<file path="src/rtl/priority_arbiter.sv">
// Request arbiter with fixed-priority or round-robin selection, lock hold,
// and a registered valid/ready grant that issues back-to-back without bubbles.
module priority_arbiter #(
  parameter int unsigned N_REQ   = 8,
  parameter int unsigned RR_MODE = 1,
  localparam int unsigned IW     = (N_REQ > 1) ? $clog2(N_REQ) : 1
) (
  input  logic             clk,
  input  logic             rst_n,
  input  logic [N_REQ-1:0] req,
  input  logic             lock,
  input  logic             gnt_ready,
  output logic             gnt_valid,
  output logic [N_REQ-1:0] gnt_onehot,
  output logic [IW-1:0]    gnt_idx
);

  typedef enum logic {IDLE, GRANT} state_t;

  state_t           state_q, state_d;
  logic [IW-1:0]    ptr_q, ptr_d;
  logic [IW-1:0]    ptr_adv;
  logic [IW-1:0]    start;
  logic [IW-1:0]    sel;
  logic             valid_d;
  logic [IW-1:0]    idx_d;
  logic [N_REQ-1:0] onehot_d;

  // First set request at or after s, wrapping back to index 0.
  function automatic logic [IW-1:0] pick(input logic [N_REQ-1:0] r,
                                         input logic [IW-1:0] s);
    logic [IW-1:0] res;
    logic          found;
    int unsigned   j;
    res   = '0;
    found = 1'b0;
    for (int unsigned i = 0; i < N_REQ; i++) begin
      j = 32'(s) + i;
      if (j >= N_REQ) j = j - N_REQ;
      if (!found && r[IW'(j)]) begin
        found = 1'b1;
        res   = IW'(j);
      end
    end
    return res;
  endfunction

  always_comb begin
    state_d  = state_q;
    ptr_d    = ptr_q;
    valid_d  = gnt_valid;
    idx_d    = gnt_idx;
    onehot_d = gnt_onehot;
    ptr_adv  = '0;

    // The served index lands at the tail of the search order, so it only
    // wins a back-to-back selection when nothing else is requesting.
    if (RR_MODE != 0) begin
      ptr_adv = (gnt_idx == IW'(N_REQ - 1)) ? '0 : gnt_idx + IW'(1);
    end
    start = (state_q == GRANT) ? ptr_adv : ptr_q;
    sel   = pick(req, start);

    case (state_q)
      IDLE: begin
        if (|req) begin
          state_d  = GRANT;
          valid_d  = 1'b1;
          idx_d    = sel;
          onehot_d = N_REQ'(1) << sel;
        end
      end
      GRANT: begin
        if (gnt_ready && !(lock && req[gnt_idx])) begin
          ptr_d = ptr_adv;
          if (|req) begin
            idx_d    = sel;
            onehot_d = N_REQ'(1) << sel;
          end else begin
            state_d  = IDLE;
            valid_d  = 1'b0;
            idx_d    = '0;
            onehot_d = '0;
          end
        end
      end
      default: state_d = IDLE;
    endcase
  end

  always_ff @(posedge clk) begin
    if (!rst_n) begin
      state_q    <= IDLE;
      ptr_q      <= '0;
      gnt_valid  <= 1'b0;
      gnt_idx    <= '0;
      gnt_onehot <= '0;
    end else begin
      state_q    <= state_d;
      ptr_q      <= ptr_d;
      gnt_valid  <= valid_d;
      gnt_idx    <= idx_d;
      gnt_onehot <= onehot_d;
    end
  end

endmodule
</file>
<file path="config.mk">
export PLATFORM = sky130hd
export DESIGN_NAME = priority_arbiter
export DESIGN_NICKNAME = d
export VERILOG_FILES = /design/src/rtl/priority_arbiter.sv
export SDC_FILE = /design/constraint.sdc
export NUM_CORES = 1
export LEC_CHECK = 0
export ABC_CLOCK_PERIOD_IN_PS = 4980
export CAP_MARGIN = 20
export CORE_MARGIN = 1
export CORE_UTILIZATION = 55
export CTS_BUF_LIST = sky130_fd_sc_hd__clkbuf_8
export DETAILED_ROUTE_END_ITERATION = 10
export GPL_TIMING_DRIVEN = 0
export PLACE_DENSITY = 0.8
export SLEW_MARGIN = 15
export SYNTH_ARGS = -nofsm -noshare
export SYNTH_HDL_FRONTEND = slang
export SYNTH_SLANG_ARGS = --single-unit
</file>
<file path="constraint.sdc">
create_clock -name clk -period 4.98 [get_ports clk]
set_input_delay 0.747 -clock clk [delete_from_list [all_inputs] [get_ports clk]]
set_output_delay 0.747 -clock clk [all_outputs]
set_load 0.05 [all_outputs]
</file>
---- Word level (Yosys, flattened, before mapping) ----
Index checks and enable logic that the tools add are counted.
operators by class
  shift-type cells ........................ 1
  add/subtract/negate cells ............... 16
  equal/unequal tests ..................... 4
  order comparisons ....................... 17
  bitwise gates (word level) .............. 1
  reductions and logical operators ........ 21
  muxes and demuxes ....................... 58
operators by type and width
  operator             count
  $mux 3               21
  $lt 3x4->1 const B   9
  $ge 4x4->1 const B   7
  $bmux 1 s3           9
  $mux 8               3
  $sub 3x1->3 const B  8
  $mux 1               21
  $add 3x3->4 const B  4
  $pmux 8 s2           1
  $logic_and 1x1->1    9
  $add 3x2->4 const B  2
  $logic_not 1->1      8
  $reduce_or 8->1      1
  $shl 1x3->8 const A  1
  $pmux 3 s2           1
  $add 3x1->4 const B  1
  $ge 3x4->1 const B   1
  $ne 2x2->1 const B   2
  $pmux 1 s2           2
  $reduce_and 2->1     2
  $add 3x1->3 const B  1
  $eq 3x3->1 const B   1
  $reduce_and 3->1     1
  $ne 2x1->1 const B   1
  $not 1->1            1
storage, ports and cells
  bits of input ports ..................... 12
  register bits after elaboration ......... 16
  logic and storage cells ................. 123
  output and inout port bits .............. 12

---- Longest topological paths before layout ----
Gate-level depths: netlist of the first run.
  word-level depth ........................ 33
  mapped depth ............................ 16

---- Worst setup path after synthesis of the first run ----
OpenSTA, ideal clock, no wires.
  path type ............................... reg2reg
  from .................................... register gnt_idx[0]
  to ...................................... register gnt_onehot[4]
  cell stages (with the launch flop) ...... 16
  arrival ................................. 3.991 ns
  setup slack ............................. 0.872 ns
  library setup time ...................... 0.117 ns
  buffers on the path ..................... 2
  cells stage by stage .................... dfxtp_1 ha_1 ha_1 nand3b_1 and2_1 buf_2 inv_2 buf_4 ha_1 xnor2_2 mux4_2 o31a_1 o2111ai_2 o211ai_2 nor2b_1 a22o_1
between the ends
  cells in the longest elaborated chain, start to end .. 33
RTL lines
  what                                                  line  RTL
  start, declared                                       15    output logic [IW-1:0] gnt_idx
  start signal, assigned                                102   gnt_idx <= idx_d;
  branches (longest 33 deep; another with $add 3x1->4)  -
  end signal, assigned                                  103   gnt_onehot <= onehot_d;
  end, declared                                         14    output logic [N_REQ-1:0] gnt_onehot,
Parallel ways; which one is timed is not known. The select of a mux whose other input is x is not followed.
A chain may end at the register's enable or synchronous reset.

---- Worst setup path after layout of the first run ----
  from .................................... register gnt_idx[0]
  to ...................................... register gnt_onehot[0]
The elaborated chain is that of the path after synthesis.

==> metrics, run 1 <==
DR vias/cell=6.442; clk sink count=16; EDFF count, synth=0; DR vias=1823; IR drop worst, VDD=0.0004062 V; critical path required time=5120 ps; unrepaired setup endpoints after global routing=no; final hold slack=446.3 ps; Num CTS Buffers=3; CP cell instances=ha_1, ha_1, nand3b_1, and2_1, buf_2, inv_2, buf_4, ha_1, xnor2_1, mux4_2, o21ai_0, a211oi_1, a211oi_2, inv_2, a22o_1; Starting Density=0.5846; vias in the first global route=1649; clock slew at the register clock pins of the worst setup and hold paths=60 ps; top_reg_cell synth=dfxtp_1; routability cong.=0.9587; Leak=0.8466 nW; FF+latch count, synth=16; Setup Viol. Count Final=0; clk_lat worst skew=250 ps; Hold Fails Final Rpt=0; Crit-path slowest cell=mux4_2; Slew @ Worst Pin=541.8 ps; Syn Nets=228; Detailed Routing Iterations Pass 1=5; pin count of the biggest net entering global routing=11; IO Port Bufs=23; row count=20; Final period util=0.8597; Register-to-Register Setup Slack=700 ps; max-cap violation count=0; die area=3504 sq um; average cell area after synthesis=8.487 sq um; Post-DRT Antenna Nets=0; DRC viols=0; mapped cell area=1799 sq um; final worst slack=698.7 ps; number of diodes=0; grt ovf=0; first-pass GRT wire length=7790 um; number of H-tree levels=1; post-synthesis async set-or-reset flop share=0; Final Slew Violations=0; CTS Hold Buffers Added=0; min Tclk post-route=4281 ps; Root Buffer=clkbuf_8; Routed WL per cell=17.14 um; critical path fanouts, max=10; CTS tree=done; initial antenna violation count=0; synth unique cells=52; Area contributors post-synth=dfxtp_1 (18%), mux2i_1 (14%), mux4_2 (10%); area of the core=3078 sq um; Placed Instance Area=2085 sq um; Largest stage delay, worst path=620 ps; CP Capture Type=register; pwr dens=644.4 nW/um^2; DRT iter0 DRCs=174; Fmax=233.6 MHz; worst-case clock buffer depth=2; Slew HR=0.6388; num ports=24; final wirelength=4852 um; clock skew=3.943 ps; Die Ht=59.20 um; post-CTS setup buffer count=0; Layout Nets=256; Startpoint Class=register; Setup Crit Path Kind=register to register; outcome=finished clean; die width=59.20 um; dpl hpwl=3627 um; Post-CTS Resized=0; crit-path most repeated cell=ha_1; Synth Warn #=0; Setup WS pre-CTS=715.7 ps; worst hold path class=register to register; gr usage total=0.2953; register area share after synthesis=0.1780; Yosys top cell by area=dfxtp_1; Layout Area Growth over Synthesis=18.92%; post-synth top area share=0.1780; Post-Syn Instances=212; share of cells above drive strength 1=0.1464; final instance area=2140 sq um; Setup TNS=0 ps; WP data arrival=4430 ps
[per-stage QoR]
step                utilization  std cells  power [mW]
finish                   0.6951        283       1.379
global route             0.6951        283       1.474
CTS                      0.6951        283       1.368
detailed placement       0.6772        279       1.246
global placement         0.6772        279       1.237
floorplan                     -        212       1.013
[per-layer routing]
layer / up-vias / share of wire / global-route usage
met5: - / 0 / 0
met4: 0 / 0.0082 / 0.04082
met3: 8 / 0.083 / 0.06769
met2: 106 / 0.47 / 0.4831
met1: 838 / 0.44 / 0.4049
li1: 871 / - / -
[worst max-delay path: cells and delay by family, from the launching register on]
kind                       cells  cell delay [ps]
buffers and inverters          4              620
AOI/OAI and AO/OA              4              950
adders and majority gates      3              720
DFF                            1              510
and+or+nand+nor                2              310
muxes                          1              620
xor gates and xnor gates       1              430
[cell usage in the layout, fill, tap and decap left out, types with 5 or more instances in the layout]
cell and count:
o21ai_0 9, a21oi_1 7, nand3_1 13, and2_1 10, nand2_1 18, dfxtp_1 16, nand2b_1 7, a22oi_1 5
o21ai_1 6, clkdlybuf4s50_1 23, mux2_2 6, mux2i_1 26, mux4_2 8, nor2_1 11
[path summary, 6_finish.rpt]
check,start,endpoint,cells past startpoint
setup / recovery,gnt_idx[0],gnt_onehot[0],15
hold / removal,gnt_onehot[2],gnt_onehot[2],2
setup reg to reg,gnt_idx[0],gnt_onehot[0],15
hold reg to reg,gnt_onehot[2],gnt_onehot[2],2
[synthesized netlist by cell type (2+ instances only)]
library cell,instances
nand3_1,13
o21ai_1,6
inv_1,3
nand2_1,18
o211ai_1,4
a22oi_1,5
a22o_1,4
a211oi_1,3
nor3_1,2
nand2b_1,7
and2_1,10
buf_1,2
a21oi_1,7
buf_2,4
o221ai_1,2
a31oi_1,3
nand4_1,2
ha_1,4
nor2b_1,3
nor4_1,2
a21o_1,3
mux4_2,8
o21ai_0,9
dfxtp_1,16
inv_2,2
buf_4,3
nor3b_1,2
nor2_1,11
mux2_2,6
mux2i_1,26
[kinds of logic (layout without fill, tap and decap cells)]
kind of cell             count (synthesis)  after routing  share of synthesized area
buffers and inverters                   15             42                    0.04033
AO/OA/AOI/OAI                           57             57                     0.2253
adder cells (fa/ha/maj)                  4              4                    0.02782
AND/OR/NAND/NOR                         77             77                     0.2274
multiplexers                            40             40                     0.2823
XOR/XNOR                                 3              3                    0.01878
flip-flops                              16             16                     0.1780
[sequential cells by signal, indices dropped and copies added (netlist names)]
register,flops
gnt_onehot,8
gnt_idx,3
ptr_q,3
gnt_valid,1
state_q,1
[area by class of cell]
type,count,area [sq um]
Tap cell,44,55.05
Sequential cell,16,320.3
Clock buffer,4,55.05
Buffer,10,53.80
Multi-Input combinational cell,181,1406
Timing Repair Buffer,23,230.2
Fill cell,260,938.4
Inverter,5,18.77
[report_power, final]
group          internal, mW  switching (mW)
registers             0.162          0.0341
logic                 0.444           0.624
clock network        0.0702          0.0451
total                 0.676           0.703
No activity file was read; power rests on OpenSTA's default activity.
==> run 2, diff against run 1 <==
CTS_CLUSTER_SIZE = 25   (was not set)
==> results of run 2 <==
No change in the layout: final DEF, timing and power equal those of run 1.
